[config.mk]
export PLATFORM = sky130hd
export DESIGN_NAME = mulpp_flat
export DESIGN_NICKNAME = d
export VERILOG_FILES = /design/src/rtl/mulpp_pkg.sv /design/src/rtl/mulpp_if.sv /design/src/rtl/mulpp_stage.sv /design/src/rtl/mulpp.sv /design/src/flat_wrapper.sv
export SDC_FILE = /design/constraint.sdc
export NUM_CORES = 1
export LEC_CHECK = 0
export ABC_CLOCK_PERIOD_IN_PS = 4900
export BUFFER_PORTS_ARGS = -buffer_cell sky130_fd_sc_hd__buf_2
export CAP_MARGIN = 20
export CORE_ASPECT_RATIO = 1.2
export CORE_MARGIN = 1
export CORE_UTILIZATION = 55
export CTS_CLUSTER_SIZE = 12
export DETAILED_ROUTE_END_ITERATION = 12
export PLACE_DENSITY = 0.72
export SYNTH_ARGS = -nofsm -noshare
export SYNTH_HDL_FRONTEND = slang
export SYNTH_SLANG_ARGS = --single-unit
[constraint.sdc]
create_clock -name clk -period 4.9 [get_ports clk]
set_clock_uncertainty 0.15 [all_clocks]
set_input_delay 0 -clock clk [delete_from_list [all_inputs] [get_ports clk]]
set_output_delay 0 -clock clk [all_outputs]
set_load 0.02 [all_outputs]
[src/rtl/mulpp_pkg.sv]
// Shared definitions for the mulpp multiply-accumulate pipeline.
// The operand-width defaults are the same ones the divpp divider uses.
package mulpp_pkg;

  localparam int DM_WIDTH = 8;
  localparam int DM_RW    = 2 * DM_WIDTH;

  typedef struct packed {
    logic valid;
    logic rem_err;
  } mulpp_flags_t;

endpackage

[src/rtl/mulpp_if.sv]
// Operand/result bundle for mulpp: advance enable, operand set in, result set out.
interface mulpp_if
  import mulpp_pkg::*;
#(
  parameter int WIDTH = DM_WIDTH
);

  logic               en;
  logic               in_valid;
  logic [WIDTH-1:0]   quo;
  logic [WIDTH-1:0]   den;
  logic [WIDTH-1:0]   rem;
  logic               out_valid;
  logic [2*WIDTH-1:0] num;
  logic               ovf;
  logic               rem_err;

  modport master (
    output en, in_valid, quo, den, rem,
    input  out_valid, num, ovf, rem_err
  );

  modport slave (
    input  en, in_valid, quo, den, rem,
    output out_valid, num, ovf, rem_err
  );

endinterface

[src/rtl/mulpp_stage.sv]
// One shift-add step of mulpp: adds den<<STAGE_IDX to the running sum when quo[STAGE_IDX] is set.
module mulpp_stage
  import mulpp_pkg::*;
#(
  parameter int WIDTH     = DM_WIDTH,
  parameter int STAGE_IDX = 0
) (
  input  logic               clk,
  input  logic               reset,
  input  logic               en,
  input  mulpp_flags_t       flags_i,
  input  logic [WIDTH-1:0]   quo_i,
  input  logic [WIDTH-1:0]   den_i,
  input  logic [2*WIDTH-1:0] acc_i,
  output mulpp_flags_t       flags_o,
  output logic [WIDTH-1:0]   quo_o,
  output logic [WIDTH-1:0]   den_o,
  output logic [2*WIDTH-1:0] acc_o
);

  localparam int RW = 2 * WIDTH;

  mulpp_flags_t     flags_q;
  logic [WIDTH-1:0] quo_q;
  logic [WIDTH-1:0] den_q;
  logic [RW-1:0]    acc_q;
  logic [RW-1:0]    addend;
  logic [RW-1:0]    acc_d;

  always_comb begin
    addend = '0;
    if (quo_i[STAGE_IDX]) begin
      addend = {{WIDTH{1'b0}}, den_i} << STAGE_IDX;
    end
    acc_d = acc_i + addend;
  end

  always_ff @(posedge clk) begin
    if (reset) begin
      flags_q <= '0;
      quo_q   <= '0;
      den_q   <= '0;
      acc_q   <= '0;
    end else if (en) begin
      flags_q <= flags_i;
      quo_q   <= quo_i;
      den_q   <= den_i;
      acc_q   <= acc_d;
    end
  end

  assign flags_o = flags_q;
  assign quo_o   = quo_q;
  assign den_o   = den_q;
  assign acc_o   = acc_q;

endmodule

[src/rtl/mulpp.sv]
// Pipelined shift-add multiply-accumulate: num = quo*den + rem, WIDTH cycles of latency.
// Rebuilds a divpp dividend from its quotient/remainder and flags illegal operand sets.
module mulpp
  import mulpp_pkg::*;
#(
  parameter int WIDTH = DM_WIDTH
) (
  input  logic   clk,
  input  logic   reset,
  mulpp_if.slave bus
);

  localparam int RW = 2 * WIDTH;

  // Index 0 is the input register; index k+1 is the output of shift-add stage k.
  mulpp_flags_t [WIDTH:0]            flags_s;
  logic         [WIDTH:0][WIDTH-1:0] quo_s;
  logic         [WIDTH:0][WIDTH-1:0] den_s;
  logic         [WIDTH:0][RW-1:0]    acc_s;

  mulpp_flags_t     flags_d;
  logic [RW-1:0]    acc_d;
  mulpp_flags_t     flags_q;
  logic [WIDTH-1:0] quo_q;
  logic [WIDTH-1:0] den_q;
  logic [RW-1:0]    acc_q;
  logic             unused_tail;

  always_comb begin
    flags_d.valid   = bus.in_valid;
    flags_d.rem_err = (bus.den == '0) || (bus.rem >= bus.den);
    acc_d           = {{WIDTH{1'b0}}, bus.rem};
  end

  always_ff @(posedge clk) begin
    if (reset) begin
      flags_q <= '0;
      quo_q   <= '0;
      den_q   <= '0;
      acc_q   <= '0;
    end else if (bus.en) begin
      flags_q <= flags_d;
      quo_q   <= bus.quo;
      den_q   <= bus.den;
      acc_q   <= acc_d;
    end
  end

  assign flags_s[0] = flags_q;
  assign quo_s[0]   = quo_q;
  assign den_s[0]   = den_q;
  assign acc_s[0]   = acc_q;

  generate
    for (genvar gi = 0; gi < WIDTH; gi++) begin : g_stage
      mulpp_stage #(
        .WIDTH     (WIDTH),
        .STAGE_IDX (gi)
      ) u_stage (
        .clk     (clk),
        .reset   (reset),
        .en      (bus.en),
        .flags_i (flags_s[gi]),
        .quo_i   (quo_s[gi]),
        .den_i   (den_s[gi]),
        .acc_i   (acc_s[gi]),
        .flags_o (flags_s[gi+1]),
        .quo_o   (quo_s[gi+1]),
        .den_o   (den_s[gi+1]),
        .acc_o   (acc_s[gi+1])
      );
    end
  endgenerate

  // The operands have no consumer once the last stage has used them.
  assign unused_tail = ^{quo_s[WIDTH], den_s[WIDTH]};

  always_comb begin
    bus.out_valid = flags_s[WIDTH].valid;
    bus.num       = '0;
    bus.ovf       = 1'b0;
    bus.rem_err   = 1'b0;
    if (flags_s[WIDTH].valid) begin
      bus.num     = acc_s[WIDTH];
      bus.ovf     = |acc_s[WIDTH][RW-1:WIDTH];
      bus.rem_err = flags_s[WIDTH].rem_err;
    end
  end

endmodule

[src/flat_wrapper.sv]
// flat-port wrapper written by rule: the top's interface ports become plain ports
module mulpp_flat import mulpp_pkg::*;
#(
  parameter int WIDTH = DM_WIDTH
)
  (clk, reset, bus_en, bus_in_valid, bus_quo, bus_den, bus_rem, bus_out_valid, bus_num, bus_ovf, bus_rem_err);
  mulpp_if #(.WIDTH(WIDTH)) bus_i ();
  input  logic clk;
  input  logic reset;
  input wire logic [$bits(bus_i.en)-1:0] bus_en;
  input wire logic [$bits(bus_i.in_valid)-1:0] bus_in_valid;
  input wire logic [$bits(bus_i.quo)-1:0] bus_quo;
  input wire logic [$bits(bus_i.den)-1:0] bus_den;
  input wire logic [$bits(bus_i.rem)-1:0] bus_rem;
  output wire logic [$bits(bus_i.out_valid)-1:0] bus_out_valid;
  output wire logic [$bits(bus_i.num)-1:0] bus_num;
  output wire logic [$bits(bus_i.ovf)-1:0] bus_ovf;
  output wire logic [$bits(bus_i.rem_err)-1:0] bus_rem_err;
  assign bus_i.en = bus_en;
  assign bus_i.in_valid = bus_in_valid;
  assign bus_i.quo = bus_quo;
  assign bus_i.den = bus_den;
  assign bus_i.rem = bus_rem;
  assign bus_out_valid = bus_i.out_valid;
  assign bus_num = bus_i.num;
  assign bus_ovf = bus_i.ovf;
  assign bus_rem_err = bus_i.rem_err;
  mulpp #(.WIDTH(WIDTH)) u_core (.clk(clk), .reset(reset), .bus(bus_i));
endmodule
==> metrics.cfg, run 1 <==
[cells_and_area]
final_util_pct=62.8
final_nets=1380
diodes=0
synthToLayoutAreaGrowth_pct=11.8
design_area_um2=12800
drive_above_1_share_pct=7.01

[yosys]
async_reset_ff_share_pct=0
yosysSeqAreaShare_pct=39.6
synth.distinct_cells=46
syn-instance-count=1231
synth_area_leader_cell=dfxtp_1
syn_nets=1339
synth-warning-count=0
synth-seq-cells=226
synth-main-ff-cell=dfxtp_1
synth_edf_count=0
syn_avg_cell_area_um2=9.27
synth.top_cell.area_share_pct=39.6
syn_area_um2=11400
synth_area_leaders=dfxtp_1 40%, mux2i_1 17%, nor2_1 8.4%

[power]
p_int_mw=3.03
switching_share_pct=22.1
p_switching_mw=0.858
p_seq_share_pct=48.8
p_per_area_nw_per_um2=304
p_leak_nw=5.72
p_comb_share_pct=6.5
finalPower_mw=3.89
power_frac_clock_pct=44.7
vdd.ir_drop.worst_v=0.000364

[clock_tree]
cts.clk_slew.worst_paths_ns=0.06
htree_levels=1
clk_latency_ns=0.51
cts_tree=yes
cts_inserted_buffers=24
clock_path_buffers=3
cts_sinks=226
cts_root_buf=clkbuf_16
cts_resized=0
post_cts_buffers=0

[global_routing]
grt_first_pass_wirelength_um=38700
grt_usage_pct=21.6
grt_max_degree=169
overflow=0
grt_pass1_vias=8125
antenna_found_initial=0

[setup_path]
r2r-start=u_core.g_stage[4].u_stage.quo_o[5]
cp_data_required_time_ns=5.15
cp-end-kind=flip-flop
critPathLaunchType=flip-flop
critPathKind=flip-flop to flip-flop
arrival_ns=2.67
startpoint=u_core.g_stage[4].u_stage.quo_o[5]
path_max_fanout=9

[sta]
rsz0062_at_grt=no
slew_headroom_pct=28.8
tns_ns=0
slew_viol_final=0
post-route-period-util_pct=49.3
hold_violations=0
worst_pin_slew_ns=1.07
setup_viol=0
fin_crit_ns=2.42
max_freq_mhz=414

[routing]
dr_wl_met2_um=11300
antenna_left=0
wl_met1_um=10100
dr.max_layer_used=met4
dr_wl_met3_um=592
vias=8455
vias_per_cell=5.46
route.final.wire_length_um=22500
drc=0
wl_per_cell_um=14.5
drtIter0Drc=446
drt_pre_antenna_iters=4

[die]
die_area_um2=21300
coreArea_um2=20300
die_h_um=160
io_pins=47
die_w_um=134
start_util_pct=56.2
placementRows=57

[placement]
dpl-instance-area_um2=11800
gp_congestion=0.777
dp_hpwl_um=15400
portBuffers=46

[outcome]
status=completed

[worst_hold_path]
hp-class=input pin to flip-flop
hold_start=reset

[flow_run]
cap_violations=0

[cell usage after synthesis, types with 2 or more instances]
| master | number |
|---|---|
| xnor2_1 | 10 |
| inv_1 | 42 |
| a31oi_1 | 2 |
| nor2_1 | 257 |
| ha_1 | 72 |
| a21o_1 | 13 |
| nand3_1 | 6 |
| fa_1 | 8 |
| a32o_1 | 3 |
| o21a_1 | 12 |
| nand2b_1 | 19 |
| a2111o_1 | 3 |
| o31a_1 | 7 |
| dfxtp_1 | 226 |
| or4b_1 | 10 |
| o211ai_1 | 7 |
| nor4bb_1 | 8 |
| mux2i_1 | 190 |
| nor2b_4 | 3 |
| a211oi_1 | 26 |
| buf_2 | 28 |
| o32a_1 | 7 |
| buf_4 | 5 |
| clkbuf_1 | 22 |
| nand4b_1 | 4 |
| nand2_1 | 21 |
| o21ai_0 | 44 |
| nor4_1 | 4 |
| a21oi_1 | 27 |
| or3_1 | 9 |
| nand4_1 | 10 |
| and2_1 | 74 |
| nor2b_1 | 5 |
| nor3_1 | 2 |
| nor3b_1 | 16 |
| buf_1 | 9 |
| o311ai_0 | 11 |
[kinds of logic after synthesis]
family	after synthesis	share of synthesized area (%)
adder cells (fa/ha/maj)	80	9.29
multiplexers	190	16.7
AO/OA/AOI/OAI	170	10.2
flip-flops	226	39.6
AND/OR/NAND/NOR	449	19.5
buffers and inverters	106	3.96
XOR/XNOR	10	0.767
[metrics by stage]
| stage | hold slack [ns] | instances | worst slack (ns) |
|---|---|---|---|
| 2_1_floorplan | -0.00284 | 1231 | 2.64 |
| 3_3_place_gp | 0.0861 | 1485 | 2.53 |
| 3_5_place_dp | 0.0921 | 1485 | 2.47 |
| 4_1_cts | 0.0759 | 1548 | 2.46 |
| 5_1_grt | 0.125 | 1548 | 2.25 |
| 6_report | 0.00113 | 1548 | 2.48 |
[timing repair]
| item | CTS | global route |
|---|---|---|
| endpoints found under the setup margin | 0 | 0 |
| hold buffers | 26 | 0 |
| hold endpoints to repair | 30 | 0 |
[final cells by class]
type / instances / area, um^2
fill: 1740 / 7560
multi-input combinational: 899 / 6440
sequential: 226 / 4520
clock buffer: 33 / 706
timing repair buffer: 79 / 562
tap: 265 / 332
inverter: 42 / 158
clock inverter: 4 / 45.0
[final timing paths]
path / endpoint / slack [ns] / depth (start not counted)
min reg2reg: u_core.g_stage[3].u_stage.acc_o[9] / 0.33 / 1
min: u_core.g_stage[7].u_stage.acc_o[11] / 0.001 / 2
max: u_core.g_stage[5].u_stage.acc_o[11] / 2.48 / 9
max reg2reg: u_core.g_stage[5].u_stage.acc_o[11] / 2.48 / 9
[critical path, cell delays in order, from the launching register on]
cell and delay (ns):
dfxtp_1 0.37, and2_1 0.18, ha_1 0.22, inv_1 0.08, fa_1 0.26, nor2b_4 0.05, o31a_1 0.25, o21a_1 0.18
or3_1 0.31, a32o_1 0.25
[metal layers]
layer	track usage, %	vias up
li1	-	4380
met1	26.5	3948
met2	39.3	88
met3	2.76	39
met4	6.25	0
met5	0	-
[cells in the final DEF (no fill, tap or decap), types with 25 or more instances in the layout]
cell and n:
mux2i_1 190, a211oi_1 26, dlygate4sd3_1 26, and2_1 74
inv_1 42, nor2_1 257, a21oi_1 27, dfxtp_1 226
buf_2 44, clkbuf_16 25, ha_1 72, o21ai_0 44
[sequential cells by signal, summed over array words and instances, names as in the netlist]
| signal | count |
|---|---|
| u_core.g_stage.u_stage.flags_o | 16 |
| u_core.g_stage.u_stage.acc_o | 100 |
| u_core.g_stage.u_stage.quo_o | 28 |
| u_core.acc_q | 8 |
| u_core.flags_q | 2 |
| u_core.den_q | 8 |
| u_core.quo_q | 8 |
| u_core.g_stage.u_stage.den_o | 56 |
[power by group through the flow]
stage          Sequential (mW)  Combinational [mW]  Clock, mW
2_1_floorplan             1.93               0.192          0
3_3_place_gp              1.94               0.233          0
3_5_place_dp              1.94               0.237          0
4_1_cts                   1.90               0.254       1.78
5_1_grt                   1.90               0.280       1.86
6_report                  1.90               0.253       1.74
Power figures use the tool's default switching activity.
==> inputs of run 2 (changes only) <==
--- a/config.mk
+++ b/config.mk
@@ -5,7 +5,7 @@
 export SDC_FILE = /design/constraint.sdc
 export NUM_CORES = 1
 export LEC_CHECK = 0
-export ABC_CLOCK_PERIOD_IN_PS = 4900
+export ABC_CLOCK_PERIOD_IN_PS = 2450
 export BUFFER_PORTS_ARGS = -buffer_cell sky130_fd_sc_hd__buf_2
 export CAP_MARGIN = 20
 export CORE_ASPECT_RATIO = 1.2
==> constraint.sdc (replaced) <==
create_clock -name clk -period 2.45 [get_ports clk]
set_clock_uncertainty 0.15 [all_clocks]
set_input_delay 0 -clock clk [delete_from_list [all_inputs] [get_ports clk]]
set_output_delay 0 -clock clk [all_outputs]
set_load 0.02 [all_outputs]
==> run 2 against run 1 <==
Routed wire length increased by 0.23%; non-clock buffer count rose by 19; sequential cell count unchanged; cell count is 1.5% higher; core utilization increased by 1.2 points; fmax grew 3.8%; count of clock-buffer cells in the layout unchanged.
==> metrics.cfg, run 2 (synthesized netlist as in run 1, its figures left out) <==
[setup_path]
slowest_delay_ns=0.35
startpoint=u_core.g_stage[2].u_stage.quo_o[3]
crit_chain=and2_1, ha_2, inv_1, fa_2, nor2b_4, o31a_1, o21a_1, or3_1, a32o_1
critPathBufInv=1
path_max_fanout=9
critPathLaunchType=flip-flop
cp_data_required_time_ns=2.71
cp-end-kind=flip-flop
rrSetupSlack_ns=0.12
r2r_end=u_core.g_stage[3].u_stage.acc_o[9]
critPathKind=flip-flop to flip-flop
arrival_ns=2.58
r2r-start=u_core.g_stage[2].u_stage.quo_o[3]
crit_cells=9
critPathTopFamily=compound AO/OA/AOI/OAI gates
rr_worst_depth=9
cp-endpoint=u_core.g_stage[3].u_stage.acc_o[9]
cp_slowest_cell=dfxtp_2

[die]
die_h_um=160
die_area_um2=21300
placementRows=57
io_pins=47
coreArea_um2=20300
start_util_pct=56.2
die_w_um=134

[cells_and_area]
mostFrequentLayoutCells=257 x nor2_1, 222 x dfxtp_1, 190 x mux2i_1
drive_above_1_share_pct=9.19
synthToLayoutAreaGrowth_pct=13.9
diodes=0
multi_input_area_um2=6460
fill_cells=1747
regArea_um2=4530
largest_reg_flops=100
final_nets=1400
final_common_cell=nor2_1

[clock_tree]
clock_path_buffers=3
cts.clk_slew.worst_paths_ns=0.06
clk_latency_ns=0.52
cts_root_buf=clkbuf_16
cts_sinks=226
htree_levels=1
cts_tree=yes
cts_inserted_buffers=25
post_cts_buffers=0

[placement]
gp_congestion=0.771
portBuffers=46
dp_hpwl_um=15700

[routing]
drtIter0Drc=419
wl_per_cell_um=14.3
drt_pre_antenna_iters=4
drc=0
vias=8552
vias_per_cell=5.44
route.final.wire_length_um=22500
antenna_left=0

[sta]
rsz0062_at_grt=no
max_freq_mhz=430
setup_viol=0
tns_ns=0
slew_viol_final=0
slew_headroom_pct=52.0
worst_pin_slew_ns=0.719
hold_violations=0
post-route-period-util_pct=95.0
fin_crit_ns=2.33

[outcome]
status=completed

[global_routing]
grt_usage_pct=21.6
overflow=0
grt_first_pass_wirelength_um=38500
grt_max_degree=98
grt_pass1_vias=8107
antenna_found_initial=0

[power]
p_per_area_nw_per_um2=602
p_leak_nw=5.85
vdd.ir_drop.worst_v=0.000636
finalPower_mw=7.82

[worst_hold_path]
hp-class=input pin to flip-flop
hold_start=bus_quo[5]

[flow_run]
cap_violations=0

## run 2: cell type report
type	instances	share of cell area (%)
clock inverters	8	0.558
inverters	42	1.21
well taps	265	2.55
multi-input cells	899	49.7
flip-flops and latches	226	34.8
repair buffers	98	5.92
clock buffers	33	5.27
## run 2: through the flow
step	setup WS, ns	hold WS [ns]	utilization (%)	instance area (um^2)	cells
after CTS	0.0365	0.0794	63.9	13000	1571
after global placement	0.0994	0.0864	58.8	12000	1503
after floorplan	0.187	-0.00284	-	11400	1231
final	0.123	0.108	64.0	13000	1571
after global routing	0.00210	0.113	64.0	13000	1571
after detailed placement	0.0444	0.0920	58.8	12000	1503
## run 2: worst min path at each step
stage | cells past startpoint | endpoint
after global routing | 4 | u_core.quo_q[2]
after global placement | 3 | u_core.flags_q[1]
after floorplan | 2 | u_core.flags_q[1]
after CTS | 4 | u_core.quo_q[3]
final | 4 | u_core.quo_q[5]
after detailed placement | 3 | u_core.quo_q[3]
## run 2: repair_timing
| action | 4_1_cts | 5_1_grt |
|---|---|---|
| gates resized for setup | 0 | 14 |
| endpoints found under the setup margin | 0 | 11 |
| hold buffers | 27 | 0 |
| endpoints found under the hold margin | 82 | 0 |
## run 2: metal layers
layer	part of all wire [%]	up-vias	track usage [%]
met5	0	-	0
met2	51	69	39.4
li1	-	4432	-
met4	2.0	0	6.20
met1	45	4016	26.2
met3	2.4	35	2.70
## run 2: worst register-to-register path, stage by stage, from the launching register on
cell	delay (ns)
dfxtp_2	0.35
and2_1	0.17
ha_2	0.20
inv_1	0.08
fa_2	0.23
nor2b_4	0.05
o31a_1	0.25
o21a_1	0.18
or3_1	0.30
a32o_1	0.25
## run 2: power breakdown
group          leakage [nW]  total, mW  internal [mW]  switching [mW]
sequential             1.83       3.79           3.75          0.0485
clock                 0.378       3.50           2.06            1.44
combinational          3.64      0.530          0.242           0.288
total                  5.85       7.82           6.05            1.78
